`config.mk`:
```
export PLATFORM = sky130hd
export DESIGN_NAME = tx_arbiter
export DESIGN_NICKNAME = d
export VERILOG_FILES = /design/src/rtl/tx_arb_pkg.sv /design/src/rtl/rr_pick.sv /design/src/rtl/tx_arbiter.sv
export SDC_FILE = /design/constraint.sdc
export NUM_CORES = 1
export LEC_CHECK = 0
export CAP_MARGIN = 20
export CORE_MARGIN = 10
export CORE_UTILIZATION = 43
export DETAILED_ROUTE_END_ITERATION = 7
export GPL_TIMING_DRIVEN = 0
export PLACE_DENSITY_LB_ADDON = 0.05
export SKIP_CTS_REPAIR_TIMING = 1
export SLEW_MARGIN = 20
export SYNTH_ARGS = -nofsm -noshare
export SYNTH_HDL_FRONTEND = slang
export SYNTH_SLANG_ARGS = --single-unit
```
`constraint.sdc`:
```
create_clock -name clk -period 3.93 [get_ports clk]
set_clock_uncertainty 0.1 [all_clocks]
set_input_delay 0.5895 -clock clk [delete_from_list [all_inputs] [get_ports clk]]
set_output_delay 0.5895 -clock clk [all_outputs]
set_load 0.02 [all_outputs]
```
`src/rtl/tx_arb_pkg.sv`:
```
// rtl/tx_arb_pkg.sv - shared types, default timing constants and frame-length helper for tx_arbiter
package tx_arb_pkg;

    typedef enum logic [1:0] {
        IDLE = 2'd0,
        LOAD = 2'd1,
        WAIT = 2'd2
    } arb_state_t;

    localparam int DEF_BIT_CYCLES = 32;
    localparam int DEF_FRAME_BITS = 10;
    localparam int DEF_GAP_CYCLES = 1;

    // Clocks the arbiter stays busy per frame: the serial frame plus the idle gap.
    function automatic int frame_cycles(input int bit_cycles, input int frame_bits, input int gap);
        return bit_cycles * frame_bits + gap;
    endfunction

endpackage

```
`src/rtl/rr_pick.sv`:
```
// rtl/rr_pick.sv - combinational requester pick (round-robin, or fixed priority with TXARB_FIXED_PRIO_EN)
module rr_pick
    import tx_arb_pkg::*;
#(
    parameter int N_REQ = 4,
    parameter int IW    = $clog2(N_REQ)
) (
    input  logic [N_REQ-1:0] i_req,
    input  logic [IW-1:0]    i_ptr,
    output logic [N_REQ-1:0] o_grant,
    output logic [IW-1:0]    o_idx,
    output logic             o_valid
);

    logic [IW-1:0] w_cand;

    // Index of the k-th candidate when the search starts at base and wraps at N_REQ-1.
    function automatic logic [IW-1:0] slot(input logic [IW-1:0] base, input int k);
        int s;
        s = int'(base) + k;
        if (s >= N_REQ) begin
            s = s - N_REQ;
        end
        return s[IW-1:0];
    endfunction

    // Walk the candidates in search order; the first active request wins.
    always_comb begin
        o_grant = '0;
        o_idx   = '0;
        o_valid = 1'b0;
        w_cand  = '0;
        for (int k = 0; k < N_REQ; k++) begin
`ifdef TXARB_FIXED_PRIO_EN
            w_cand = IW'(k);
`else
            w_cand = slot(i_ptr, k);
`endif
            if (!o_valid && i_req[w_cand]) begin
                o_valid         = 1'b1;
                o_idx           = w_cand;
                o_grant[w_cand] = 1'b1;
            end
        end
    end

endmodule

```
`src/rtl/tx_arbiter.sv`:
```
// rtl/tx_arbiter.sv - shares one serial byte transmitter between N_REQ sources; TXARB_FIXED_PRIO_EN selects fixed priority
module tx_arbiter
    import tx_arb_pkg::*;
#(
    parameter  int N_REQ      = 4,
    parameter  int BIT_CYCLES = DEF_BIT_CYCLES,
    parameter  int FRAME_BITS = DEF_FRAME_BITS,
    parameter  int GAP_CYCLES = DEF_GAP_CYCLES,
    localparam int IW         = $clog2(N_REQ)
) (
    input  logic               clk,
    input  logic               reset,
    input  logic [N_REQ-1:0]   req,
    input  logic [8*N_REQ-1:0] req_data,
    output logic [N_REQ-1:0]   ack,
    output logic [7:0]         DataIn,
    output logic               DataInEn,
    output logic               busy,
    output logic [IW-1:0]      cur_src
);

    localparam int T_FRAME = frame_cycles(BIT_CYCLES, FRAME_BITS, GAP_CYCLES);
    localparam int TW      = $clog2(T_FRAME + 1);

    arb_state_t        r_state;
    arb_state_t        w_state_next;
    logic [TW-1:0]     r_timer;
    logic [IW-1:0]     r_ptr;
    logic [IW-1:0]     r_src;
    logic [N_REQ-1:0]  r_grant;
    logic [7:0]        r_data;

    logic [N_REQ-1:0]  w_pick_grant;
    logic [IW-1:0]     w_pick_idx;
    logic              w_pick_valid;
    logic [7:0]        w_sel_data;
    logic [IW-1:0]     w_ptr_next;
    logic              w_start;

    rr_pick #(
        .N_REQ (N_REQ),
        .IW    (IW)
    ) u_pick (
        .i_req   (req),
        .i_ptr   (r_ptr),
        .o_grant (w_pick_grant),
        .o_idx   (w_pick_idx),
        .o_valid (w_pick_valid)
    );

    // A grant is only taken while idle; requests seen during LOAD/WAIT keep waiting.
    assign w_start = (r_state == IDLE) && w_pick_valid;

    // Byte of the winning source.
    always_comb begin
        w_sel_data = '0;
        for (int k = 0; k < N_REQ; k++) begin
            if (w_pick_idx == IW'(k)) begin
                w_sel_data = req_data[8*k +: 8];
            end
        end
    end

    // Pointer after a grant: one past the winner, wrapping; pinned to 0 for fixed priority.
    always_comb begin
        w_ptr_next = '0;
`ifndef TXARB_FIXED_PRIO_EN
        if (w_pick_idx != IW'(N_REQ - 1)) begin
            w_ptr_next = w_pick_idx + IW'(1);
        end
`endif
    end

    // Next-state logic: one LOAD cycle per grant, then WAIT until the frame timer runs out.
    always_comb begin
        w_state_next = r_state;
        unique case (r_state)
            IDLE: begin
                if (w_pick_valid) begin
                    w_state_next = LOAD;
                end
            end
            LOAD: begin
                w_state_next = WAIT;
            end
            WAIT: begin
                if (r_timer <= TW'(1)) begin
                    w_state_next = IDLE;
                end
            end
            default: begin
                w_state_next = IDLE;
            end
        endcase
    end

    // State register.
    always_ff @(posedge clk or negedge reset) begin
        if (!reset) begin
            r_state <= IDLE;
        end else begin
            r_state <= w_state_next;
        end
    end

    // Frame timer: loaded on grant, counts down through LOAD and WAIT, rests at 0 when idle.
    always_ff @(posedge clk or negedge reset) begin
        if (!reset) begin
            r_timer <= '0;
        end else if (r_state == IDLE) begin
            r_timer <= w_start ? TW'(T_FRAME) : '0;
        end else if (r_timer != '0) begin
            r_timer <= r_timer - TW'(1);
        end
    end

    // Winner, byte and pointer are captured on the IDLE->LOAD transition and held until the next grant.
    always_ff @(posedge clk or negedge reset) begin
        if (!reset) begin
            r_grant <= '0;
            r_data  <= '0;
            r_src   <= '0;
            r_ptr   <= '0;
        end else if (w_start) begin
            r_grant <= w_pick_grant;
            r_data  <= w_sel_data;
            r_src   <= w_pick_idx;
            r_ptr   <= w_ptr_next;
        end
    end

    assign DataInEn = (r_state == LOAD);
    assign ack      = DataInEn ? r_grant : '0;
    assign busy     = (r_state != IDLE);
    assign DataIn   = r_data;
    assign cur_src  = r_src;

endmodule
```
==> metrics.cfg, run 1 <==
[timing]
slew-limit-headroom=0.497
whs_ns=0.216
maxSlewViolCount=0
hold_viol=0
tightest_slew_ns=0.752
fin_crit_sh=0.957
finalSetupViolations=0
period_minus_slack_ns=3.76
timing.fmax_ghz=0.266
rsz0062_at_grt=false

[grt]
grt_util_met2=0.184
track_usage=0.118
grt_overflow=0
grt.met3_usage=0.0296
grt_pass1_wl_mm=7.29
antenna_found_initial=0
busiest_layer=met2
grt_pass1_vias=1568
use_met1=0.154
grt_max_degree=28

[pwr]
peakVddDrop_mv=0.520
powerDensity_nw_per_um2=953
p_leak_nw=1.05
finalPower_mw=2.40

[layout]
final_nets=306
syn_to_final_growth_pct=37.0
num_antenna_cells=0
final_cells=303
drive_gt1_frac=0.130
fin_area_um2=2520
final_core_util=0.617

[yosys]
synth.cells.most_frequent=dfrtp_1 (27), nand2_1 (19), o21ai_0 (19)
syn_area_um2=1840
ys_top_cells_by_area=dfrtp_1 (37%), ha_1 (9.5%), o21ai_0 (5.2%), mux4_2 (4.9%), a21oi_1 (4.1%)
synth_top_area_frac=0.367
synth_nets=248
yosysMostFrequentCell=dfrtp_1
syn_avg_cell_area_um2=9.40
synthCells=196
async_reset_ff_frac=1.00
synth_seq_area_share=0.367
synth_ff_type=dfrtp_1
ys_seq_elements=27
synth_edf_count=0
synth_top_area_cell=dfrtp_1
yosys_warnings=0
synth_cell_types=41

[routing]
dr_total_vias=1598
dr.pass1.iters=4
drc=0
ant_nets=0
wire_per_inst_um=14.9
viasPerCell=5.27
drt-initial-drc-count=75
routed_wirelength_mm=4.51

[floorplan]
io_pins=54
dieArea_um2=7300
row_count=23
start_util=0.451
die_x_um=85.4
die_y_um=85.4
core_area_um2=4090

[worst_setup_path]
crit_arrival_ns=3.82
reg2reg_from=r_ptr[0]
critPathMaxFanout=10
crit_type=flop to flop
required_ns=3.99
crit_path_end_kind=flop
cp-start-kind=flop
worstReg2RegEnd=DataIn[6]
r2r_cells=14
reg2reg_slack_ns=0.17

[clock_network]
clock_path_buffers=2
clkSinkCount=27
cts_root_buffer=clkbuf_8
cts_tree=built
clock_latency_ns=0.27
clk_pin_slew_ns=0.09
htreeDepth=1
cts_buffers=3

[run]
maxCapViolations=0

[run_status]
run_status=complete, no violations

[min_path]
min_path_type=primary input to asynchronous set/reset pin

[place]
gp_congestion=0.788
place_area_um2=2430
dpl.cell_count=299
io_buffers=53
hpwl_mm=3.64

==> layout by cell type (no fill, tap or decap), types with 2 or more instances in the layout <==
cell,n
a21oi_1,15
nor3_1,8
mux2_2,3
xnor2_1,2
buf_2,2
o21ai_0,19
clkbuf_8,3
a221oi_1,8
ha_2,3
clkbuf_1,2
nor2b_1,9
o211ai_1,2
and2_1,4
clkbuf_4,2
a22oi_1,5
ha_1,10
inv_1,8
a221o_1,4
clkbuf_2,2
dfrtp_1,25
nand2_1,19
nor2_1,7
nand3b_1,2
dfrtp_2,2
or3_1,2
mux4_2,4
buf_4,3
clkdlybuf4s50_1,52
nand2b_1,5
o31ai_1,2
==> how the worst max path moves through the flow <==
stage                  start        end  slack [ns]  depth (start not counted)
CTS                 r_ptr[0]  DataIn[2]       -0.53                         14
floorplan           r_ptr[0]  DataIn[6]        0.08                         13
finish              r_ptr[0]  DataIn[6]        0.17                         14
global route        r_ptr[0]  DataIn[6]        0.03                         14
global placement    r_ptr[0]  DataIn[2]       -0.50                         14
detailed placement  r_ptr[0]  DataIn[7]       -0.49                         14
==> logic make-up after synthesis <==
logic type,synth area share
AOI/OAI and AO/OA,0.224
xor gates and xnor gates,0.00951
adders and majority gates,0.0951
buffers and inverters,0.0408
DFF,0.367
muxes,0.0808
and+or+nand+nor,0.183
==> layer usage <==
layer	vias to the layer above	wire length (µm)
li1	833	-
met1	725	2150
met2	38	2100
met3	2	220
met4	0	40
met5	-	0
==> final cells by class <==
cell class,instances,area (µm²)
Fill cell,367,1560
Multi-Input combinational cell,151,1120
Sequential cell,27,678
Timing Repair Buffer,55,541
Tap cell,50,62.6
Clock buffer,4,45.0
Buffer,7,41.3
Inverter,9,33.8
==> state kept, by name, indices dropped and copies added (netlist names) <==
signal   flops
DataIn       8
cur_src      2
r_grant      4
r_ptr        2
r_state      2
r_timer      9
==> critical path: stages (launching register included) <==
cell	delay, ns
dfrtp_2	0.38
clkbuf_4	0.21
inv_1	0.12
ha_4	0.31
mux4_2	0.55
or3_4	0.42
and2b_2	0.28
o22ai_1	0.15
inv_1	0.12
ha_2	0.23
clkbuf_4	0.21
a21oi_1	0.05
a21oi_1	0.11
o21ai_0	0.12
mux2_4	0.28
==> stage by stage <==
step	setup TNS (ns)	setup slack (ns)
global placement	-3.86	-0.495
CTS	-4.15	-0.534
finish	0	0.168
global route	0	0.0340
floorplan	0	0.0753
detailed placement	-3.79	-0.493
==> power breakdown <==
group	switching, mW	internal (mW)	leakage, nW	total, mW
clock network	0.0849	0.0726	0.0228	0.157
registers	0.0992	0.416	0.336	0.516
logic	0.922	0.809	0.692	1.73
Power figures use the tool's default switching activity.
==> inputs of run 2 (changes only) <==
--- a/config.mk
+++ b/config.mk
@@ -6,8 +6,10 @@
 export NUM_CORES = 1
 export LEC_CHECK = 0
 export CAP_MARGIN = 20
+export CELL_PAD_IN_SITES_DETAIL_PLACEMENT = 1
+export CELL_PAD_IN_SITES_GLOBAL_PLACEMENT = 1
 export CORE_MARGIN = 10
-export CORE_UTILIZATION = 43
+export CORE_UTILIZATION = 32
 export DETAILED_ROUTE_END_ITERATION = 7
 export GPL_TIMING_DRIVEN = 0
 export PLACE_DENSITY_LB_ADDON = 0.05
==> run 2 against run 1 <==
- utilization decreased by 15 points
- highest routed layer unchanged
- critical path type unchanged
- hold slack improved by 0.0015 ns
- clock-buffer cell count unchanged
- worst setup slack improved by 0.056 ns
- critical endpoint unchanged
==> metrics.cfg, run 2 (synthesis results as in run 1) <==
[worst_setup_path]
slowest_stage=mux4_2
reg2reg_from=r_ptr[0]
required_ns=3.99
worstReg2RegEnd=DataIn[6]
crit_path_end_kind=flop
worstPathCellList=buf_4 > inv_1 > ha_4 > mux4_2 > or3_4 > and2b_2 > o22ai_2 > inv_1 > ha_2 > clkbuf_2 > o21ai_0 > mux2_4
timing.critical_path.buf_inv=4
crit_type=flop to flop
crit_path_frequent_cell=inv_1
cp-start-kind=flop
reg2reg_slack_ns=0.22
crit_arrival_ns=3.76
cpPeakStageDelay_ns=0.55
critPathMaxFanout=10
crit_family=multiplexers
r2r_cells=12

[layout]
num_antenna_cells=0
top_register=r_timer
drive_gt1_frac=0.148
final_nets=309
multi_input_area_um2=1150
final_cell_mix=clkdlybuf4s50_1 (52), dfrtp_1 (25), nand2_1 (19), o21ai_0 (19), a21oi_1 (15)
largest_reg_flops=9
syn_to_final_growth_pct=41.4
final_common_cell=clkdlybuf4s50_1
register_area_um2=678
fillers=650
final_cells=328

[grt]
busiest_layer=met2
grt_max_degree=28
grt_util_met2=0.201
grt_pass1_wl_mm=9.06
antenna_found_initial=0
grt_overflow=0
use_met1=0.158
grt_pass1_vias=1827
track_usage=0.121
grt.met3_usage=0.0156

[place]
gp_congestion=0.713
dpl.cell_count=321
dp_slack_ns=-0.650
hpwl_mm=4.31
io_buffers=53

[routing]
routed_wirelength_mm=5.43
drc=0
dr_total_vias=1679
viasPerCell=5.12
dr.pass1.iters=4
drt-initial-drc-count=47
ant_nets=0
wire_per_inst_um=16.6

[floorplan]
die_x_um=95.9
core_area_um2=5540
io_pins=54
start_util=0.332
dieArea_um2=9190
die_y_um=95.9
row_count=27

[clock_network]
clock_path_buffers=2
cts_root_buffer=clkbuf_8
clk_pin_slew_ns=0.09
cts_tree=built
htreeDepth=1
clock_latency_ns=0.27
cts_buffers=3
clkSinkCount=27

[timing]
whs_ns=0.217
setup_ws_ns=0.223
tightest_slew_ns=0.825
slew-limit-headroom=0.448
tns_ns=0
timing.fmax_ghz=0.270
maxSlewViolCount=0
hold_viol=0
finalSetupViolations=0
period_minus_slack_ns=3.71
fin_crit_sh=0.943

[pwr]
p_comb_frac=0.738
p_leak_nw=1.07
internal_power_mw=1.35
power_switching_mw=1.20
finalPower_mw=2.55
power_frac_clock=0.061
powerDensity_nw_per_um2=981
peakVddDrop_mv=0.379
p_seq_frac=0.202
swShare=0.471

[run_status]
run_status=complete, no violations

[min_path]
min_path_type=primary input to asynchronous set/reset pin

[run]
maxCapViolations=0

[run 2: changes by cell type in the layout (fill, tap and decap cells not counted)]
cell	change
clkbuf_4	-2
ha_4	+2
o22ai_2	+1
ha_2	-2
a221oi_1	-1
buf_4	+5
o22ai_1	-1
a221oi_2	+1
[run 2: final cells by class]
type | instances | area share
Multi-Input combinational cell | 151 | 0.443
Inverter | 9 | 0.0130
Clock buffer | 4 | 0.0173
Sequential cell | 27 | 0.260
Buffer | 7 | 0.0159
Tap cell | 72 | 0.0346
Timing Repair Buffer | 58 | 0.216
[run 2: how the worst max path moves through the flow]
stage                  start   endpoint  cells after the start
floorplan           r_ptr[0]  DataIn[6]                     13
global placement    r_ptr[0]  DataIn[7]                     14
detailed placement  r_ptr[0]  DataIn[7]                     14
CTS                 r_ptr[0]  DataIn[7]                     14
global route        r_ptr[0]  DataIn[6]                     12
finish              r_ptr[0]  DataIn[6]                     12
[run 2: worst register-to-register path: cells and delay by family, from the launching register on]
family / cells / cell delay (ns)
multiplexers: 2 / 0.81
AND/OR/NAND/NOR: 2 / 0.71
buffers and inverters: 4 / 0.70
adder cells (fa/ha/maj): 2 / 0.60
flip-flops: 1 / 0.39
AO/OA/AOI/OAI: 2 / 0.27
[run 2: stage by stage]
step	util	area, µm²
after floorplan	-	1840
after global placement	0.444	2460
after detailed placement	0.444	2460
after CTS	0.452	2500
after global routing	0.470	2610
final	0.470	2610
[run 2: per-layer routing]
| metal | share of wire | wire, µm |
|---|---|---|
| met1 | 0.46 | 2520 |
| met2 | 0.50 | 2710 |
| met3 | 0.027 | 148 |
| met4 | 0.010 | 55 |
| met5 | 0 | 0 |
[run 2: power groups by stage]
stage                     clock (mW)  combinational, mW  sequential (mW)
after floorplan                    0               1.14            0.560
after global placement             0               1.68            0.531
after detailed placement           0               1.71            0.536
after CTS                      0.162               1.71            0.531
after global routing           0.180               2.14            0.538
final                          0.155               1.88            0.515
